--- config.mk ---
export PLATFORM = sky130hd
export DESIGN_NAME = sequence_frame_tx_flat
export DESIGN_NICKNAME = d
export VERILOG_FILES = /design/src/rtl/sequence_frame_tx_if.sv /design/src/rtl/sequence_frame_tx.sv /design/src/flat_wrapper.sv
export SDC_FILE = /design/constraint.sdc
export NUM_CORES = 1
export LEC_CHECK = 0
export CORE_UTILIZATION = 51
export DETAILED_ROUTE_END_ITERATION = 8
export MAX_ROUTING_LAYER = met4
export PLACE_DENSITY_LB_ADDON = 0.08
export RECOVER_POWER = 100
export SETUP_SLACK_MARGIN = 0.5
export SLEW_MARGIN = 20
export SYNTH_ARGS = -nofsm -noshare
export SYNTH_HDL_FRONTEND = slang
export SYNTH_SLANG_ARGS = --single-unit
--- constraint.sdc ---
create_clock -name clk -period 2.4 [get_ports clk]
set_input_delay 0.24 -clock clk [delete_from_list [all_inputs] [get_ports clk]]
set_output_delay 0.24 -clock clk [all_outputs]
set_load 0.03 [all_outputs]
--- src/rtl/sequence_frame_tx_if.sv ---
// Payload handshake between a producer and the sequence frame transmitter.
interface sequence_frame_tx_if #(
    parameter int DATA_W = 8
);
    logic [DATA_W-1:0] din;
    logic              din_valid;
    logic              din_ready;

    modport master (
        output din,
        output din_valid,
        input  din_ready
    );

    modport slave (
        input  din,
        input  din_valid,
        output din_ready
    );
endinterface

--- src/rtl/sequence_frame_tx.sv ---
// Serialises one payload word per frame: sync header, payload MSB first,
// optional even parity, then a run of forced-zero gap bits.
module sequence_frame_tx #(
    parameter int         DATA_W    = 8,
    parameter int         GAP_BITS  = 2,
    parameter int         PARITY_EN = 0,
    parameter logic [3:0] HEADER    = 4'b1001
) (
    input  logic                clk,
    input  logic                rst,
    sequence_frame_tx_if.slave  bus,
    output logic                x,
    output logic                busy,
    output logic                frame_done
);
    localparam int MAX_A  = (DATA_W > 4) ? DATA_W : 4;
    localparam int MAX_C  = (GAP_BITS > MAX_A) ? GAP_BITS : MAX_A;
    localparam int CNT_W  = $clog2(MAX_C);
    localparam logic [CNT_W-1:0] CNT_ONE  = CNT_W'(1);
    localparam logic [CNT_W-1:0] CNT_HDR  = CNT_W'(3);
    localparam logic [CNT_W-1:0] CNT_DATA = CNT_W'(DATA_W - 1);
    localparam logic [CNT_W-1:0] CNT_GAP  = CNT_W'(GAP_BITS - 1);

    typedef enum logic [2:0] {
        ST_IDLE = 3'd0,
        ST_HDR  = 3'd1,
        ST_DATA = 3'd2,
        ST_PAR  = 3'd3,
        ST_GAP  = 3'd4
    } state_t;

    state_t            state_r;
    logic [CNT_W-1:0]  cnt_r;
    logic [DATA_W-1:0] shift_r;
    logic              par_r;
    logic              x_r;
    logic              busy_r;
    logic              frame_done_r;
    logic              ready_s;
    logic              accept_s;

    function automatic logic even_parity(input logic [DATA_W-1:0] d);
        return ^d;
    endfunction

    assign ready_s       = (state_r == ST_IDLE);
    assign accept_s      = bus.din_valid && ready_s;
    assign bus.din_ready = ready_s;
    assign x             = x_r;
    assign busy          = busy_r;
    assign frame_done    = frame_done_r;

    // Frame sequencer; cnt_r holds the cycles left in the current state after this one.
    always_ff @(posedge clk or negedge rst) begin
        if (!rst) begin
            state_r      <= ST_IDLE;
            cnt_r        <= '0;
            shift_r      <= '0;
            par_r        <= 1'b0;
            x_r          <= 1'b0;
            busy_r       <= 1'b0;
            frame_done_r <= 1'b0;
        end else begin
            case (state_r)
                ST_IDLE: begin
                    frame_done_r <= 1'b0;
                    if (accept_s) begin
                        state_r <= ST_HDR;
                        cnt_r   <= CNT_HDR;
                        shift_r <= bus.din;
                        par_r   <= even_parity(bus.din);
                        x_r     <= HEADER[3];
                        busy_r  <= 1'b1;
                    end else begin
                        x_r    <= 1'b0;
                        busy_r <= 1'b0;
                    end
                end
                ST_HDR: begin
                    if (cnt_r != '0) begin
                        cnt_r <= cnt_r - CNT_ONE;
                        x_r   <= HEADER[cnt_r[1:0] - 2'd1];
                    end else begin
                        state_r <= ST_DATA;
                        cnt_r   <= CNT_DATA;
                        x_r     <= shift_r[DATA_W-1];
                        shift_r <= shift_r << 1'b1;
                    end
                end
                ST_DATA: begin
                    if (cnt_r != '0) begin
                        cnt_r   <= cnt_r - CNT_ONE;
                        x_r     <= shift_r[DATA_W-1];
                        shift_r <= shift_r << 1'b1;
                    end else if (PARITY_EN != 0) begin
                        state_r <= ST_PAR;
                        cnt_r   <= '0;
                        x_r     <= par_r;
                    end else begin
                        state_r <= ST_GAP;
                        cnt_r   <= CNT_GAP;
                        x_r     <= 1'b0;
                    end
                end
                ST_PAR: begin
                    state_r <= ST_GAP;
                    cnt_r   <= CNT_GAP;
                    x_r     <= 1'b0;
                end
                ST_GAP: begin
                    x_r <= 1'b0;
                    if (cnt_r != '0) begin
                        cnt_r <= cnt_r - CNT_ONE;
                    end else begin
                        state_r      <= ST_IDLE;
                        cnt_r        <= '0;
                        busy_r       <= 1'b0;
                        frame_done_r <= 1'b1;
                    end
                end
                default: begin
                    state_r      <= ST_IDLE;
                    cnt_r        <= '0;
                    x_r          <= 1'b0;
                    busy_r       <= 1'b0;
                    frame_done_r <= 1'b0;
                end
            endcase
        end
    end
endmodule

--- src/flat_wrapper.sv ---
// flat-port wrapper written by rule: the top's interface ports become plain ports
module sequence_frame_tx_flat 
#(
    parameter int         DATA_W    = 8,
    parameter int         GAP_BITS  = 2,
    parameter int         PARITY_EN = 0,
    parameter logic [3:0] HEADER    = 4'b1001
)
  (clk, rst, x, busy, frame_done, bus_din, bus_din_valid, bus_din_ready);
  sequence_frame_tx_if #(.DATA_W(DATA_W)) bus_i ();
  input  logic clk;
  input  logic rst;
  output logic x;
  output logic busy;
  output logic frame_done;
  input wire logic [$bits(bus_i.din)-1:0] bus_din;
  input wire logic [$bits(bus_i.din_valid)-1:0] bus_din_valid;
  output wire logic [$bits(bus_i.din_ready)-1:0] bus_din_ready;
  assign bus_i.din = bus_din;
  assign bus_i.din_valid = bus_din_valid;
  assign bus_din_ready = bus_i.din_ready;
  sequence_frame_tx #(.DATA_W(DATA_W), .GAP_BITS(GAP_BITS), .PARITY_EN(PARITY_EN), .HEADER(HEADER)) u_core (.clk(clk), .rst(rst), .bus(bus_i), .x(x), .busy(busy), .frame_done(frame_done));
endmodule
Word level (Yosys, flattened, before mapping)
Cells that the tools add are included.
W data, S select, Z words.
{ "totals": {"regBits": 17, "latchBits": 0, "ram_bits": 0, "mem_bits_ro": 0, "inputBits": 11, "out_inout_bits": 4, "elab_cells": 51, "memories": 0} }
{ "classes": {"n_addsub": 2, "n_mul": 0, "div": 0, "n_lt_le_gt_ge": 1, "n_eq_ne": 9, "shift": 0, "mux": 24, "n_bitwise": 1, "n_reduce_logical": 8} }
{ "op_table": {"columns": ["operator", "count"], "rows": [
  ["$pmux W3 S5", 2],
  ["$mux W3", 8],
  ["$mux W8", 3],
  ["$pmux W8 S3", 1],
  ["$ne A2 B2 Y1 const B", 4],
  ["$reduce_and A4 Y1", 2],
  ["$eq A3 B2 Y1 const B", 2],
  ["$mux W1", 6],
  ["$pmux W1 S3", 2],
  ["$reduce_bool A3 Y1", 2],
  ["$eq A3 B1 Y1 const B", 1],
  ["$eq A3 B3 Y1 const B", 1],
  ["$logic_not A3 Y1", 1],
  ["$lt A2 B3 Y1 const B", 1],
  ["$reduce_or A3 Y1", 1],
  ["$sub A3 B1 Y3 const B", 1],
  ["$bmux W1 S2", 1],
  ["$ne A2 B1 Y1 const B", 1],
  ["$pmux W1 S2", 1],
  ["$reduce_and A2 Y1", 1],
  ["$sub A2 B1 Y2 const B", 1],
  ["$logic_and A1 B1 Y1", 1],
  ["$not A1 Y1", 1]
]} }

Longest topological paths before layout
Gate-level depths: netlist of the first run.
{ "logic_depth": {"ltp_word": 5, "ltp_mapped": 7, "depth_no_buf": 6} }

Worst setup path before layout of the first run
No wires, ideal clock.
{ "synth_path": {"path_kind": "flip-flop to flip-flop", "start": "register u_core.cnt_r[0]", "end": "register u_core.shift_r[7]", "setup_time_ps": 73, "arrival_time_ps": 1644, "required_time_ps": 2327, "setup_slack_ps": 683, "stages_incl_launch_ff": 8, "path_buffers": 1, "period_less_slack_ps": 1717, "cell_sequence": "dfrtp_1 -> inv_1 -> ha_1 -> and3b_1 -> a2111oi_4 -> buf_6 -> nor2_1 -> a21oi_2"} }
{ "synth_between": {"elab_chain_len": 3, "elab_cells_between_ends": 4, "cone_classes": "eq/ne: 2; reduce/logical: 2"} }
{ "synth_lines": {"columns": ["item", "line_no", "rtl"], "rows": [
  ["start: declaration", "sequence_frame_tx.sv:33", "logic [CNT_W-1:0] cnt_r;"],
  ["start signal: assignment", "sequence_frame_tx.sv:81", "cnt_r <= cnt_r - CNT_ONE;"],
  ["start signal: assignment", "sequence_frame_tx.sv:92", "cnt_r <= cnt_r - CNT_ONE;"],
  ["start signal: assignment", "sequence_frame_tx.sv:113", "cnt_r <= cnt_r - CNT_ONE;"],
  ["$reduce_bool A3 Y1 (*)", "sequence_frame_tx.sv:80, sequence_frame_tx.sv:91", null],
  ["$ne A2 B1 Y1 (no line) or $ne A2 B2 Y1 (tied branches)", null, null],
  ["$reduce_and A4 Y1 (no line) (*)", null, null],
  ["end signal: assignment", "sequence_frame_tx.sv:70", "shift_r <= bus.din;"],
  ["end signal: assignment", "sequence_frame_tx.sv:87", "shift_r <= shift_r << 1'b1;"],
  ["end signal: assignment", "sequence_frame_tx.sv:94", "shift_r <= shift_r << 1'b1;"],
  ["end: declaration", "sequence_frame_tx.sv:34", "logic [DATA_W-1:0] shift_r;"]
]} }
Mark *: on every way between the ends. The rest lies on a longest branch, timed or not.
A chain may end at the register's enable or synchronous reset.

Final worst setup path of the first run
{ "layout_path": {"start": "register u_core.cnt_r[0]", "end": "register u_core.shift_r[0]"} }
Same word-level chain as after synthesis.

==> results_dict.tcl, run 1 <==
set metrics [dict create \
    outcome "completed" \
    wire_per_inst_um 13.1 \
    layout_common_cells "dfrtp_1, nor2_1, mux2i_1, clkdlybuf4s50_1, o21ai_0" \
    hold_viol_final 0 \
    critical_path.cell_chain "inv_1, ha_1, nand2b_1, a2111oi_4, clkbuf_2, nand3b_1, o21ai_0" \
    switchingPower_uw 801 \
    cp_max_fo 16 \
    hold_path_class "input port to asynchronous set/reset pin" \
    areaGrowthSynthToFinish_pct 19.5 \
    crit_required_ns 2.62 \
    cts_hold_buf 0 \
    relSlewSlack 0.480 \
    num_antenna_cells 0 \
    synth_fa_ha_area_frac 0.0260 \
    synth_area_per_cell_um2 9.72 \
    worstMarginPinSlew_ns 0.778 \
    slowest_stage "dfrtp_1" \
    grt_pass1_wl_um 3040 \
    postCtsSetupBuffers 0 \
    synth_top_family_by_area "compound AO/OA/AOI/OAI gates" \
    finalCritPeriodShare 0.826 \
    crit_buf_inv 2 \
    power.density_nw_per_um2 1530 \
    max_cap_viol_count 0 \
    crit_type "flop to flop" \
    dr.pass1.iters 4 \
    final_layout_size_suffix_gt1_frac 0.113 \
    port_buffers 14 \
    p_int_uw 956 \
    grt_pass1_vias 706 \
    critPathMaxStageDelay_ns 0.45 \
    htree_levels 1 \
    initial_core_util 0.551 \
    die_h_um 45.4 \
    slew_violations 0 \
    clock_path_buffers 2 \
    antenna_left 0 \
    cpLargestDelayFamily "buffers and inverters" \
    numCtsBuffers 3 \
    synthTopCellsByArea "dfrtp_1, mux2i_1, nor2_1" \
    endpoint_kind "flop" \
    rows 15 \
    nets 129 \
    vias_per_cell 5.34 \
    ios 15 \
    leakage_nw 0.494 \
    synth_cell_type_count 32 \
    gr-usage-all-layers 0.217 \
    core_area_um2 1750 \
    fin_util 0.659 \
    ys_seq_elements 17 \
    clk_pin_slew_worst_paths_ns 0.10 \
    yosys.area_share.xor_xnor 0.00910 \
    grt_max_degree 18 \
    fin_skew_ns 0.00582 \
    syn_inst 99 \
    dpl.hpwl_um 1290 \
    synth.area.mux_share 0.0936 \
    place.gp.congestion 0.820 \
    drt_iter0_markers 11 \
    ir_worst_vdd_mv 0.885 \
    max_freq_mhz 504 \
    power_frac_clock 0.089 \
    final_common_cell "dfrtp_1" \
    die-area_um2 2060 \
    pwr-share-comb 0.614 \
    synth_area_leader_cell "dfrtp_1" \
    num_vias 747 \
    synthesis.nets 112 \
    die_x_um 45.4 \
    drc 0 \
    setup_tns_ns 0 \
    synth_area_um2 962 \
    worstPathArrival_ns 2.20 \
    synth_top_area_frac 0.442 \
    synth-compound-area-share 0.211 \
    ys_warn_count 0 \
    cp-start-kind "flop" \
    cts_num_sinks 17 \
    synth-simple-area-share 0.174 \
    setup_viol_count_final 0 \
    routed_wirelength_um 1840 \
    root_buffer "clkbuf_4" \
    worstSkewPairLatency_ns 0.30 \
    period_minus_slack_ns 1.98 \
    antenna_found_initial 0 \
    p_seq_frac 0.297 \
    switching_share 0.456 \
    yosysSeqAreaShare 0.442 \
    grt_overflow 0 \
    cts_tree "done" \
    rsz0062_at_grt "false" \
]
flip-flops by register name, summed over array words and instances, names as in the netlist:
name and flops:
u_core.shift_r 8, u_core.x 1, u_core.frame_done 1, u_core.state_r 3, u_core.cnt_r 3, u_core.busy 1
worst reg2reg max path, stage by stage (launching register included):
cell and delay [ns]:
dfrtp_1 0.45, inv_1 0.11, ha_1 0.23, nand2b_1 0.19, a2111oi_4 0.37, clkbuf_2 0.35
nand3b_1 0.12, o21ai_0 0.09
metrics by stage:
| step | worst slack [ns] | cells | cell area, um^2 | hold slack (ns) | total power, mW |
|---|---|---|---|---|---|
| after global routing | 0.266 | 140 | 1150 | 0.540 | 1.90 |
| final | 0.417 | 140 | 1150 | 0.454 | 1.76 |
| after global placement | 0.462 | 136 | 1130 | 0.500 | 1.61 |
| after floorplan | 0.683 | 99 | 962 | -0.0556 | 1.39 |
| after CTS | 0.519 | 140 | 1160 | 0.404 | 1.80 |
| after detailed placement | 0.417 | 136 | 1130 | 0.507 | 1.63 |
repair_timing:
item	4_1_cts	5_1_grt
endpoints found under the setup margin	1	10
resized for setup	4	6
pin swaps	0	0
synth_stat cells:
cell,instances
a32o_1,1
a21oi_4,1
a221o_1,1
mux2i_1,9
inv_1,4
nor2b_1,1
buf_6,1
nor2_1,16
o22ai_1,2
nand3_1,1
and4_1,1
dfrtp_1,17
o21ai_0,7
o21a_1,1
a311oi_1,1
and3b_1,1
nand4_1,1
a21oi_2,2
nand2_1,5
a22oi_1,1
nor3_1,3
ha_1,2
o211a_1,1
clkbuf_1,3
o211ai_1,2
a2111oi_4,1
or2_2,1
nand3b_1,1
nand2b_1,4
buf_2,1
a21oi_1,5
xnor2_1,1
layer usage:
layer	global-route usage	wire, um	up-vias
met5	-	0	-
met4	0.127	31	0
met3	0.0238	39	4
met2	0.311	827	12
met1	0.296	942	348
li1	-	-	383
cell families (layout without fill, tap and decap cells):
kind of cell	Yosys count	in the layout
AND/OR/NAND/NOR	35	35
AO/OA/AOI/OAI	26	26
flip-flops	17	17
multiplexers	9	9
buffers and inverters	9	25
adder cells (fa/ha/maj)	2	2
XOR/XNOR	1	1
area by class of cell:
type | count | area (um^2)
well taps | 25 | 31.3
repair buffers | 17 | 154
clock inverters | 1 | 5.00
inverters | 4 | 15.0
fillers | 154 | 596
flip-flops and latches | 17 | 425
multi-input cells | 73 | 497
clock buffers | 3 | 22.5
worst paths after layout:
check                                  startpoint                 to  slack (ns)  cells after the start
worst min register to register  u_core.shift_r[1]  u_core.shift_r[1]        0.54                      2
worst max register to register    u_core.cnt_r[0]  u_core.shift_r[0]        0.42                      7
max in group asynchronous                     rst           u_core.x        1.46                      1
worst min-delay path                          rst  u_core.shift_r[7]        0.45                      1
worst max-delay path              u_core.cnt_r[0]  u_core.shift_r[0]        0.42                      7
min in group clk                u_core.shift_r[1]  u_core.shift_r[1]        0.54                      2
power by group through the flow:
stage | Sequential [mW] | Clock [mW] | Combinational, mW
4_1_cts | 0.524 | 0.166 | 1.11
2_1_floorplan | 0.540 | 0 | 0.849
3_5_place_dp | 0.528 | 0 | 1.11
5_1_grt | 0.537 | 0.173 | 1.19
3_3_place_gp | 0.523 | 0 | 1.09
6_report | 0.522 | 0.157 | 1.08
No activity file was read; power rests on OpenSTA's default activity.
==> run 2, diff against run 1 <==
- CORE_UTILIZATION: 51 -> 46
- clock period: 2.4 -> 1.6 ns (I/O delays scaled with it)
==> results_dict.tcl, run 2 (synthesis results as in run 1) <==
set metrics [dict create \
    die_x_um 47.7 \
    grt_overflow 0 \
    slew_violations 0 \
    hold_viol_final 0 \
    antenna_found_initial 0 \
    crit_type "flop to flop" \
    cts_tree "done" \
    fill_cells 134 \
    fin_skew_ns 0.00481 \
    endpoint_kind "flop" \
    drt_iter0_markers 24 \
    top_regs "u_core.shift_r: 8 flops, u_core.cnt_r: 3 flops, u_core.state_r: 3 flops" \
    clock_path_buffers 2 \
    hold_path_class "input port to flop" \
    root_buffer "clkbuf_4" \
    setup_viol_count_final 0 \
    hold_depth 3 \
    max_freq_mhz 634 \
    wire_per_inst_um 15.6 \
    final_layout_size_suffix_gt1_frac 0.379 \
    hp-start "bus_din[0]" \
    cts_num_sinks 17 \
    max_cap_viol_count 0 \
    rrSetupSlack_ns 0.02 \
    port_buffers 14 \
    rr_worst_depth 8 \
    worstSkewPairLatency_ns 0.29 \
    routed_wirelength_um 2610 \
    cp-start-kind "flop" \
    leakage_nw 0.655 \
    worstPathArrival_ns 1.79 \
    grt_max_degree 18 \
    ios 15 \
    grt_pass1_vias 747 \
    num_antenna_cells 0 \
    nets 154 \
    areaGrowthSynthToFinish_pct 56.3 \
    relSlewSlack 0.366 \
    die_h_um 47.7 \
    regToRegEndpoint "u_core.shift_r[4]" \
    layout_common_cells "buf_4, dfrtp_1, nor2_1" \
    num_vias 917 \
    dr.pass1.iters 4 \
    core_area_um2 1960 \
    fin_util 0.767 \
    crit_required_ns 1.82 \
    final_common_cell "buf_4" \
    die-area_um2 2280 \
    worst_slack_ns 0.0237 \
    dpl.hpwl_um 1550 \
    ir_worst_vdd_mv 1.71 \
    period_minus_slack_ns 1.58 \
    clk_pin_slew_worst_paths_ns 0.11 \
    gr-usage-all-layers 0.222 \
    r2r_start "u_core.cnt_r[0]" \
    cp_max_fo 8 \
    rsz0062_at_grt "true" \
    worstMarginPinSlew_ns 0.951 \
    finalCritPeriodShare 0.985 \
    grt_pass1_wl_um 3380 \
    cts_hold_buf 0 \
    dp_slack_ns 0.0174 \
    htree_levels 1 \
    place.gp.congestion 0.825 \
    drc 0 \
    min_to "u_core.shift_r[0]" \
    rows 16 \
    largest_reg_flops 8 \
    power.density_nw_per_um2 2650 \
    antenna_left 0 \
    outcome "completed" \
    initial_core_util 0.490 \
    numCtsBuffers 3 \
    vias_per_cell 5.49 \
    top_register "u_core.shift_r" \
]
-- run 2: changes by cell type in the layout (fill, tap and decap cells not counted), moves of 3 or more --
cell           before  now
buf_4               2   16
buf_6               0    8
o21ai_0             7    1
o21ai_1             0    6
clkbuf_1            1    4
dlygate4sd3_1       4    1
nand2b_1            4    1
nand2b_4            0    3
nor2_1             15   12
-- run 2: repair_timing --
| action | 4_1_cts | 5_1_grt |
|---|---|---|
| endpoints found under the setup margin | 21 | 18 |
| buffers inserted | 8 | 7 |
| gates resized for setup | 27 | 8 |
| pin swaps | 8 | 5 |
| gates cloned | 1 | 1 |
-- run 2: per-stage QoR --
| stage | instances | hold WS, ns | setup TNS [ns] | cell area, um^2 | total power [mW] |
|---|---|---|---|---|---|
| after global routing | 167 | 0.430 | -0.211 | 1500 | 4.18 |
| after detailed placement | 146 | 0.507 | 0 | 1250 | 2.82 |
| after global placement | 146 | 0.499 | 0 | 1250 | 2.77 |
| final | 167 | 0.425 | 0 | 1500 | 3.99 |
| after floorplan | 99 | -0.136 | 0 | 1030 | 2.31 |
| after CTS | 159 | 0.188 | 0 | 1390 | 3.47 |
-- run 2: area by class of cell --
cell class	count	area, um^2	share of cell area
multi-input cells	73	577	0.384
flip-flops and latches	17	428	0.285
repair buffers	42	423	0.281
well taps	27	33.8	0.0225
clock buffers	3	22.5	0.0150
inverters	4	15.0	0.00998
clock inverters	1	5.00	0.00333
-- run 2: layer usage --
layer / up-vias / GRT usage / wire length (um)
met4: 0 / 0.0333 / 14
met3: 2 / 0.0340 / 148
li1: 438 / - / -
met5: - / - / 0
met1: 443 / 0.310 / 1160
met2: 34 / 0.349 / 1290
-- run 2: how the worst max path moves through the flow --
stage / slack (ns) / startpoint / cells past startpoint / endpoint
CTS: 0.03 / u_core.cnt_r[0] / 8 / u_core.shift_r[4]
global route: -0.05 / u_core.cnt_r[0] / 8 / u_core.shift_r[3]
detailed placement: 0.02 / u_core.cnt_r[1] / 6 / u_core.x
floorplan: 0.02 / u_core.cnt_r[0] / 7 / u_core.shift_r[7]
finish: 0.02 / u_core.cnt_r[0] / 8 / u_core.shift_r[4]
global placement: 0.04 / u_core.cnt_r[1] / 6 / u_core.x
-- run 2: where the power goes --
group	internal, mW	switching, mW
Sequential	0.645	0.209
Combinational	1.66	1.23
Clock	0.0929	0.147
Total	2.40	1.59
-- run 2: worst max-delay path, stage by stage, from the launching register on --
cell and delay (ns):
dfrtp_1 0.39, inv_2 0.06, ha_4 0.18, and3b_1 0.20, a2111oi_4 0.22, buf_4 0.18, buf_12 0.11, nor2_1 0.04
a21oi_1 0.12
==> run 3, diff against run 2 <==
- CAP_MARGIN: unset -> 30
- SKIP_CTS_REPAIR_TIMING: unset -> 1
==> results_dict.tcl, run 3 (synthesis results as in run 1) <==
set metrics [dict create \
    outcome "finished, violations left" \
    violations "setup timing" \
    layout_common_cells "dfrtp_1, buf_4, mux2i_1, clkdlybuf4s50_1, nor2_2" \
    grt_overflow 0 \
    root_buffer "clkbuf_4" \
    crit_required_ns 1.44 \
    hold_path_class "input port to flop" \
    place.gp.congestion 0.825 \
    wire_per_inst_um 14.9 \
    initial_core_util 0.490 \
    setup_viol_count_final 1 \
    rrSetupSlack_ns 0.04 \
    fin_util 0.716 \
    ir_worst_vdd_mv 1.67 \
    core_area_um2 1960 \
    grt_pass1_wl_um 2970 \
    finalCritPeriodShare 1.02 \
    clock_path_buffers 2 \
    cts_tree "done" \
    slew_violations 0 \
    rows 16 \
    clk_pin_slew_worst_paths_ns 0.11 \
    drc 0 \
    leakage_nw 0.592 \
    htree_levels 1 \
    areaGrowthSynthToFinish_pct 46.0 \
    topRoutingLayerUsed "met4" \
    worstSkewPairLatency_ns 0.29 \
    vias_per_cell 5.42 \
    max_cap_viol_count 0 \
    dpl.hpwl_um 1550 \
    power.density_nw_per_um2 2540 \
    rsz0062_at_grt "true" \
    worstPathArrival_ns 1.47 \
    die-area_um2 2280 \
    met3_length_um 51 \
    fin_skew_ns 0.00331 \
    cts_num_sinks 17 \
    drt_iter0_markers 50 \
    period_minus_slack_ns 1.63 \
    nets 146 \
    max_freq_mhz 614 \
    cp_max_fo 7 \
    port_buffers 14 \
    endpoint_kind "output pin" \
    top_register "u_core.shift_r" \
    num_vias 861 \
    gr-usage-all-layers 0.195 \
    largest_reg_flops 8 \
    hold_viol_final 0 \
    dp_slack_ns 0.0174 \
    numCtsBuffers 3 \
    cp-start-kind "flop" \
    die_h_um 47.7 \
    top_regs "u_core.shift_r: 8 flops, u_core.cnt_r: 3 flops, u_core.state_r: 3 flops" \
    num_antenna_cells 0 \
    grt_pass1_vias 664 \
    wl_met2_um 1170 \
    worst_slack_ns -0.0293 \
    final_layout_size_suffix_gt1_frac 0.394 \
    antenna_found_initial 0 \
    ios 15 \
    grt_max_degree 18 \
    die_x_um 47.7 \
    worstMarginPinSlew_ns 0.953 \
    crit_type "flop to output pin" \
    final_common_cell "dfrtp_1" \
    relSlewSlack 0.365 \
    antenna_left 0 \
    routed_wirelength_um 2370 \
    dr.pass1.iters 4 \
    wl_met1_um 1140 \
]
[run 3: changes by cell type in the layout (fill, tap and decap cells not counted), moves of 2 or more]
cell and delta:
nor2_2 +5, buf_6 -4, a21oi_1 -3, buf_4 -2
a21oi_2 +3, nor2_1 -5
[run 3: final timing paths]
path                                   start                 to  cells past startpoint
min in group asynchronous                rst        u_core.busy                      2
max in group asynchronous                rst  u_core.state_r[1]                      2
setup / recovery           u_core.state_r[0]      bus_din_ready                      4
hold / removal                    bus_din[0]  u_core.shift_r[0]                      3
hold reg to reg            u_core.shift_r[0]  u_core.shift_r[0]                      2
setup reg to reg             u_core.cnt_r[0]  u_core.shift_r[6]                      7
[run 3: area by class of cell]
type	instances	area, um^2
multi-input combinational	73	596
timing repair buffer	34	305
tap	27	33.8
clock buffer	3	22.5
fill	153	557
inverter	4	15.0
sequential	17	428
clock inverter	1	5.00
[run 3: per-layer routing]
metal	vias to the layer above	track usage
li1	416	-
met4	0	0.0500
met5	-	-
met3	2	0.0340
met2	17	0.286
met1	426	0.279
[run 3: critical path, cell delays in order, from the launching register on]
cell,delay [ns]
dfrtp_2,0.47
buf_6,0.14
or2_4,0.25
nor2_4,0.16
buf_6,0.15
[run 3: power breakdown]
part           switching, mW  total (mW)  internal (mW)
Combinational           1.17        2.46           1.30
Sequential             0.224       0.870          0.646
Clock                  0.143       0.236         0.0928
[run 3: metrics by stage]
stage | hold slack, ns | area, um^2 | std cells | total power [mW] | setup TNS [ns]
after floorplan | -0.136 | 1030 | 99 | 2.31 | 0
after global placement | 0.499 | 1250 | 146 | 2.77 | 0
after detailed placement | 0.507 | 1250 | 146 | 2.82 | 0
after CTS | 0.188 | 1280 | 150 | 3.06 | -0.194
after global routing | 0.442 | 1410 | 159 | 3.78 | -0.102
final | 0.428 | 1410 | 159 | 3.57 | -0.0293
